## src/rtl/sha256_kw_sequencer.sv

```systemverilog
// Streams K[t] + W[t] for the 64 SHA-256 rounds of one 512-bit block; first beat 2 cycles after start, then 1/cycle.
// kw_valid/kw_ready backpressure: a stalled beat holds output, schedule and ROM address until it is accepted.
module sha256_kw_sequencer (
  input  logic         clk,
  input  logic         rst,
  input  logic         start,
  input  logic [511:0] block_in,
  output logic [5:0]   k_addr,
  output logic         k_ena,
  input  logic [31:0]  k_in,
  output logic [31:0]  kw_out,
  output logic [5:0]   kw_round,
  output logic         kw_valid,
  input  logic         kw_ready,
  output logic         busy,
  output logic         done
);

  typedef enum logic [1:0] {IDLE, RUN, DRAIN} state_t;

  state_t      state, state_nxt;
  logic [5:0]  t;
  logic [31:0] w [16];
  logic [31:0] w_new;
  logic        done_q;
  logic        advance;
  logic        load;

  function automatic logic [31:0] sigma0(input logic [31:0] x);
    return {x[6:0], x[31:7]} ^ {x[17:0], x[31:18]} ^ (x >> 3);
  endfunction

  function automatic logic [31:0] sigma1(input logic [31:0] x);
    return {x[16:0], x[31:17]} ^ {x[18:0], x[31:19]} ^ (x >> 10);
  endfunction

  // The output slot is free when empty or being drained this edge.
  assign advance = !kw_valid || kw_ready;
  assign w_new   = sigma1(w[14]) + w[9] + sigma0(w[1]) + w[0];
  // Stretched one cycle past done so busy covers the cycle after the last beat.
  assign busy    = (state != IDLE) || done_q;

  always_ff @(posedge clk) begin
    if (!rst) begin
      state <= IDLE;
    end else begin
      state <= state_nxt;
    end
  end

  always_comb begin
    state_nxt = state;
    k_addr    = 6'd0;
    k_ena     = 1'b0;
    load      = 1'b0;
    done      = 1'b0;
    case (state)
      IDLE: begin
        k_ena = start;
        if (start) state_nxt = RUN;
      end
      RUN: begin
        // Prefetch K[t+1] only when the current beat moves; otherwise the ROM keeps K[t].
        k_addr = t + 6'd1;
        k_ena  = advance && (t != 6'd63);
        load   = advance;
        if (advance && (t == 6'd63)) state_nxt = DRAIN;
      end
      DRAIN: begin
        if (kw_valid && kw_ready) begin
          done      = 1'b1;
          state_nxt = IDLE;
        end
      end
      default: state_nxt = IDLE;
    endcase
    if (!rst) begin
      k_ena = 1'b0;
      load  = 1'b0;
      done  = 1'b0;
    end
  end

  always_ff @(posedge clk) begin
    if (!rst) begin
      t        <= 6'd0;
      kw_out   <= 32'd0;
      kw_round <= 6'd0;
      kw_valid <= 1'b0;
      done_q   <= 1'b0;
      for (int i = 0; i < 16; i++) w[i] <= 32'd0;
    end else begin
      done_q <= done;
      if ((state == IDLE) && start) begin
        t <= 6'd0;
        for (int i = 0; i < 16; i++) w[i] <= block_in[511 - 32*i -: 32];
      end else if (load) begin
        kw_out   <= k_in + w[0];
        kw_round <= t;
        kw_valid <= 1'b1;
        for (int i = 0; i < 15; i++) w[i] <= w[i+1];
        w[15] <= w_new;
        if (t != 6'd63) t <= t + 6'd1;
      end else if (kw_valid && kw_ready) begin
        kw_valid <= 1'b0;
      end
    end
  end

endmodule

```

## config.mk

```make
export PLATFORM = sky130hd
export DESIGN_NAME = sha256_kw_sequencer
export DESIGN_NICKNAME = d
export VERILOG_FILES = /design/src/rtl/sha256_kw_sequencer.sv
export SDC_FILE = /design/constraint.sdc
export NUM_CORES = 1
export LEC_CHECK = 0
export ABC_AREA = 1
export CAP_MARGIN = 15
export CORE_ASPECT_RATIO = 1.4
export CORE_MARGIN = 2
export CORE_UTILIZATION = 50
export DETAILED_ROUTE_END_ITERATION = 8
export HOLD_SLACK_MARGIN = 0.08
export PLACE_DENSITY = 0.78
export REMOVE_ABC_BUFFERS = 1
export SYNTH_ARGS = -nofsm -noshare
export SYNTH_HDL_FRONTEND = slang
export SYNTH_SLANG_ARGS = --single-unit
```

## constraint.sdc

```tcl
create_clock -name clk -period 13.45 [get_ports clk]
set_clock_uncertainty 0.1 [all_clocks]
set_input_delay 1.345 -clock clk [delete_from_list [all_inputs] [get_ports clk]]
set_output_delay 1.345 -clock clk [all_outputs]
set_load 0.005 [all_outputs]
```

# Word level (Yosys, flattened, before mapping)
# Memory sizes are Yosys's and may differ from the RTL's.
# Cells that the tools add are included.
[totals] rom_bits=0 ff_bits=48 n_memories=1 latch_bits=0 ram_bits=512 in_bits=548 output_inout_bits=48
[memory_table] name="w" depth=16 word_bits=32 read_ports=16 rd_clocked_by_memory_dff=0 write_ports=16 line_no="23" source="logic [31:0] w [16];"
[classes] order_cmp=0 reduce_logical=15 add_sub_neg=5 eq_ne=7 n_mux=54 bitwise_logic=38 multipliers=0 div=0 shifts=0
[ops] cell="32-bit two-way mux" count=32
[ops] cell="32-bit adder" count=4
[ops] cell="32-bit bitwise XOR" count=2
[ops] cell="1-bit OR" count=32
[ops] cell="32-bit by 22-bit bitwise XOR with 32-bit output" count=1
[ops] cell="32-bit by 29-bit bitwise XOR with 32-bit output" count=1
[ops] cell="1-bit two-way mux" count=16
[ops] cell="6-bit by 1-bit adder with 6-bit output (second input constant)" count=1
[ops] cell="6-bit == test (second input constant)" count=1
[ops] cell="2-bit two-way mux" count=3
[ops] cell="6-bit two-way mux" count=1
[ops] cell="2-bit != test (second input constant)" count=3
[ops] cell="6-bit != test (second input constant)" count=1
[ops] cell="2-bit one-hot mux with 3 select lines" count=1
[ops] cell="2-bit AND reduction" count=3
[ops] cell="1-bit logical AND" count=4
[ops] cell="2-bit nonzero test" count=2
[ops] cell="3-bit AND reduction" count=1
[ops] cell="2-bit by 1-bit == test with 1-bit output (second input constant)" count=1
[ops] cell="2-bit == test (second input constant)" count=1
[ops] cell="2-bit zero test" count=1
[ops] cell="1-bit logical OR" count=2
[ops] cell="1-bit NOT" count=2
[ops] cell="1-bit one-hot mux with 2 select lines" count=1
[ops] cell="2 further kinds" count=2

# Longest topological paths before layout
[logic_depth] ltp_word=9 depth_mapped=22 mapped_depth_nobuf=22

# Least setup slack after synthesis
# OpenSTA, ideal clock, no wires.
[synth_path] kind="input to register" startpoint="in start" endpoint="mem w[3][4] (netlist: w[0][100]) (enable)" t_required_ns=11.608 setup_slack_ns=5.979 cell_stages=5 setup_ns=1.742 arrival_ns=5.630 cell_sequence="nand2_1 inv_2 buf_2 nor2_1 nand2_1"
[synth_lines] element="from (decl)" line_no="6" source="input logic start,"
[synth_lines] element="to (decl)" line_no="23"

==> impl_results.md <==
- Final Non-Filler Cells: 4,223
- Worst-path maximum fanout: 154
- Synthesized instance count: 2,825
- Reg2reg start: state[0]
- Die Y: 295 um
- Fmax: approximately 170 MHz
- First-pass GRT wire length: 151,000 um
- PortBufs: just under 600
- DP HPWL: roughly 79,000 um
- Max_slew headroom: 0.248
- Vias in the first global route: 24.3k
- Worst hold slack: ~0.35 ns
- Worst reg2reg setup slack: 8.13 ns
- Hold path cells: 2
- Num Clock Sinks: 560
- Vias per cell: 5.82
- Leak: 15.8 nW
- Yosys warning count: 0
- # resized after CTS: 0
- Final hold vios: 0
- Routed via count: between 20k and 25k
- Post-route ant nets: 0
- Pin count of the biggest net entering global routing: 230
- Mapped cell area: ~30,000 um2
- CTS tree: done
- Netlist cell types: 37
- Clk_lat worst skew: around 0.62 ns
- Top Ports: around 600
- Grt ovf: 0
- NetSw: around 3 mW
- Routed wire length: around 110,000 um
- FF+latch count, synth: 560
- Clock network power share: 0.220
- Slew Viols, Final: 0
- Final GP Congestion: ~1.0
- Setup bufs post-CTS: 0
- Pre-CTS setup slack: around 6.9 ns
- Placed Cells: 4,090
- R2R cell count: 8
- Outcome: completed
- CTS H-Tree Depth: 2
- Number of detailed-route iterations in the first pass: 6
- Clk buf depth: 3
- Site Rows: roughly 110
- Post-CTS Hold Buffers: 0
- Hold Crit Start: kw_out[19]
- Core Util, Final: 0.646
- Int Power: approximately 4.3 mW
- RSZ-0062 raised after global routing: false
- Drt first-iter violations: around 2.6k
- Clock transition at path regs: roughly 0.060 ns
- Final Cell Area: 38,600 um2
- Logic pwr share: 0.450
- Total die area: between 60,000 and 70,000 um2
- Clock root cell: clkbuf_16
- Initial Utilization: 0.507
- Post-synthesis sequential area ratio: 0.539
- Area grow syn2layout: 27.5%
- Power Total: 7.28 mW
- Switching Share: 0.410
- Share of layout cells above drive strength 1: 0.0355
- Actual slew at the worst max-slew pin: between 1 and 1.5 ns
- RR Endpoint: w[0][61]
- Seq pwr share: 0.330
- Total CTS buffers: between 50 and 60
- Core Region: about 60,000 um2
- Startpoint types: input pin
- Area after DPL: between 30,000 and 40,000 um2
- Max VDD drop: ~150 uV
- Critical Path AT: approximately 6.1 ns
- All-Layer GR Usage: 0.327
- DR DRC count: 0
- WL per Instance: between 20 and 25 um
- Worst Hold Class: reg2reg
- Min setup slack post-route: 7.49 ns
- Final setup TNS: 0 ns
- Final period utilization: 0.443
- Final net count: about 4k
- Pwr dens: 188 nW/um2
- Hold path endpoint: kw_out[19]
- Post-layout min period: approximately 6.0 ns
- Die width: roughly 210 um
- Setup Viol. Count Final: 0
- Initial antenna violation count: 30
- Synth Area per Inst: about 11 um2
- Worst setup path class: in2reg
- Worst setup EP type: register
- Max cap viols: 0
- Req. time, crit path: between 10 and 15 ns
critical path: stages:
cell	delay (ns)
clkdlybuf4s50_1	0.46
nand2_1	0.15
inv_8	0.68
nor2_1	0.42
nand2_4	0.74
buf_4	0.61
buf_4	0.70
buf_4	0.80
per-layer routing:
metal	global-route usage	wire length, um	vias up
li1	-	-	11148
met3	0.0413	6900	266
met4	0.170	5500	0
met2	0.559	52900	1196
met1	0.407	39900	11983
met5	0	0	-
Yosys cell counts:
library cell | n | share of area
nand2_1 | 555 | 0.069
edfxtp_1 | 512 | 0.51
inv_1 | 415 | 0.051
a32o_1 | 290 | 0.096
a22o_1 | 144 | 0.042
nand3_1 | 122 | 0.020
o21ai_0 | 96 | 0.016
nor2_1 | 95 | 0.012
clkbuf_1 | 83 | 0.010
xor2_1 | 67 | 0.019
xnor2_1 | 65 | 0.019
fa_1 | 63 | 0.042
ha_1 | 63 | 0.026
a21oi_1 | 60 | 0.0099
dfxtp_1 | 48 | 0.032
buf_2 | 35 | 0.0058
buf_4 | 34 | 0.0084
nor3_1 | 18 | 0.0030
nand4_1 | 11 | 0.0023
and2_1 | 8 | 0.0017
o21ai_1 | 8 | 0.0013
o21bai_1 | 8 | 0.0020
buf_1 | 4 | 0.00050
or2_2 | 4 | 0.00083
inv_2 | 2 | 0.00025
nand2_2 | 2 | 0.00041
nand3b_1 | 2 | 0.00050
nor2_2 | 2 | 0.00041
a211oi_1 | 1 | 0.00025
a21boi_0 | 1 | 0.00025
a21o_1 | 1 | 0.00025
a31oi_1 | 1 | 0.00021
and3_1 | 1 | 0.00021
buf_6 | 1 | 0.00037
nor2_4 | 1 | 0.00037
o211ai_1 | 1 | 0.00025
o21a_1 | 1 | 0.00025
power by group through the flow:
stage | clock (mW) | sequential (mW) | combinational (mW)
4_1_cts | 1.61 | 2.39 | 3.26
2_1_floorplan | 0 | 2.37 | 2.15
3_5_place_dp | 0 | 2.43 | 3.23
6_report | 1.60 | 2.40 | 3.28
3_3_place_gp | 0 | 2.42 | 3.21
5_1_grt | 1.68 | 2.42 | 3.68
worst max path at each step:
stage | from | endpoint | slack, ns
3_3_place_gp | start | w[0][88] | 7.05
5_1_grt | start | w[0][61] | 7.18
3_5_place_dp | start | w[0][60] | 6.87
2_1_floorplan | start | w[0][100] | 3.45
4_1_cts | start | w[0][254] | 7.52
6_report | start | w[0][61] | 7.49
cell type report:
| cell class | instances | area (um2) |
|---|---|---|
| fillers | 4788 | 21200 |
| flip-flops and latches | 560 | 16300 |
| multi-input cells | 1691 | 11700 |
| repair buffers | 612 | 6110 |
| inverters | 417 | 1580 |
| clock buffers | 59 | 1390 |
| well taps | 810 | 1010 |
| clock inverters | 42 | 444 |
| diodes | 32 | 80.1 |
registers in the layout (all words and copies together), names as in the netlist:
register	flops
t	6
state	2
kw_out	32
done_q	1
kw_round	6
kw_valid	1
w	512
cell families (layout without fill, tap and decap cells):
kind of cell             Yosys count  in the layout  share of synthesized area
AND/OR/NAND/NOR                  821            821                      0.110
AO/OA/AOI/OAI                    612            612                      0.168
buffers and inverters            574           1130                     0.0770
flip-flops                       560            560                      0.539
XOR/XNOR                         132            132                     0.0381
adder cells (fa/ha/maj)          126            126                     0.0676
other                              0             32                          0
placed cells by master (no fill, tap or decap), types with 15 or more instances in the layout:
cell             Yosys  routed
clkdlybuf4s50_1      0     594
fa_1                63      63
nor2_1              95      95
clkbuf_16            0      55
nand3_1            122     122
ha_1                63      63
inv_1              415     415
a21oi_1             60      60
edfxtp_1           512     512
buf_4               34      15
o21ai_0             96      96
nor3_1              18      18
a32o_1             290     290
nand2_1            555     552
xnor2_1             65      65
xor2_1              67      67
a22o_1             144     144
dfxtp_1             48      48
diode_2              0      32
Note: power is estimated with default switching activity, not from simulation.
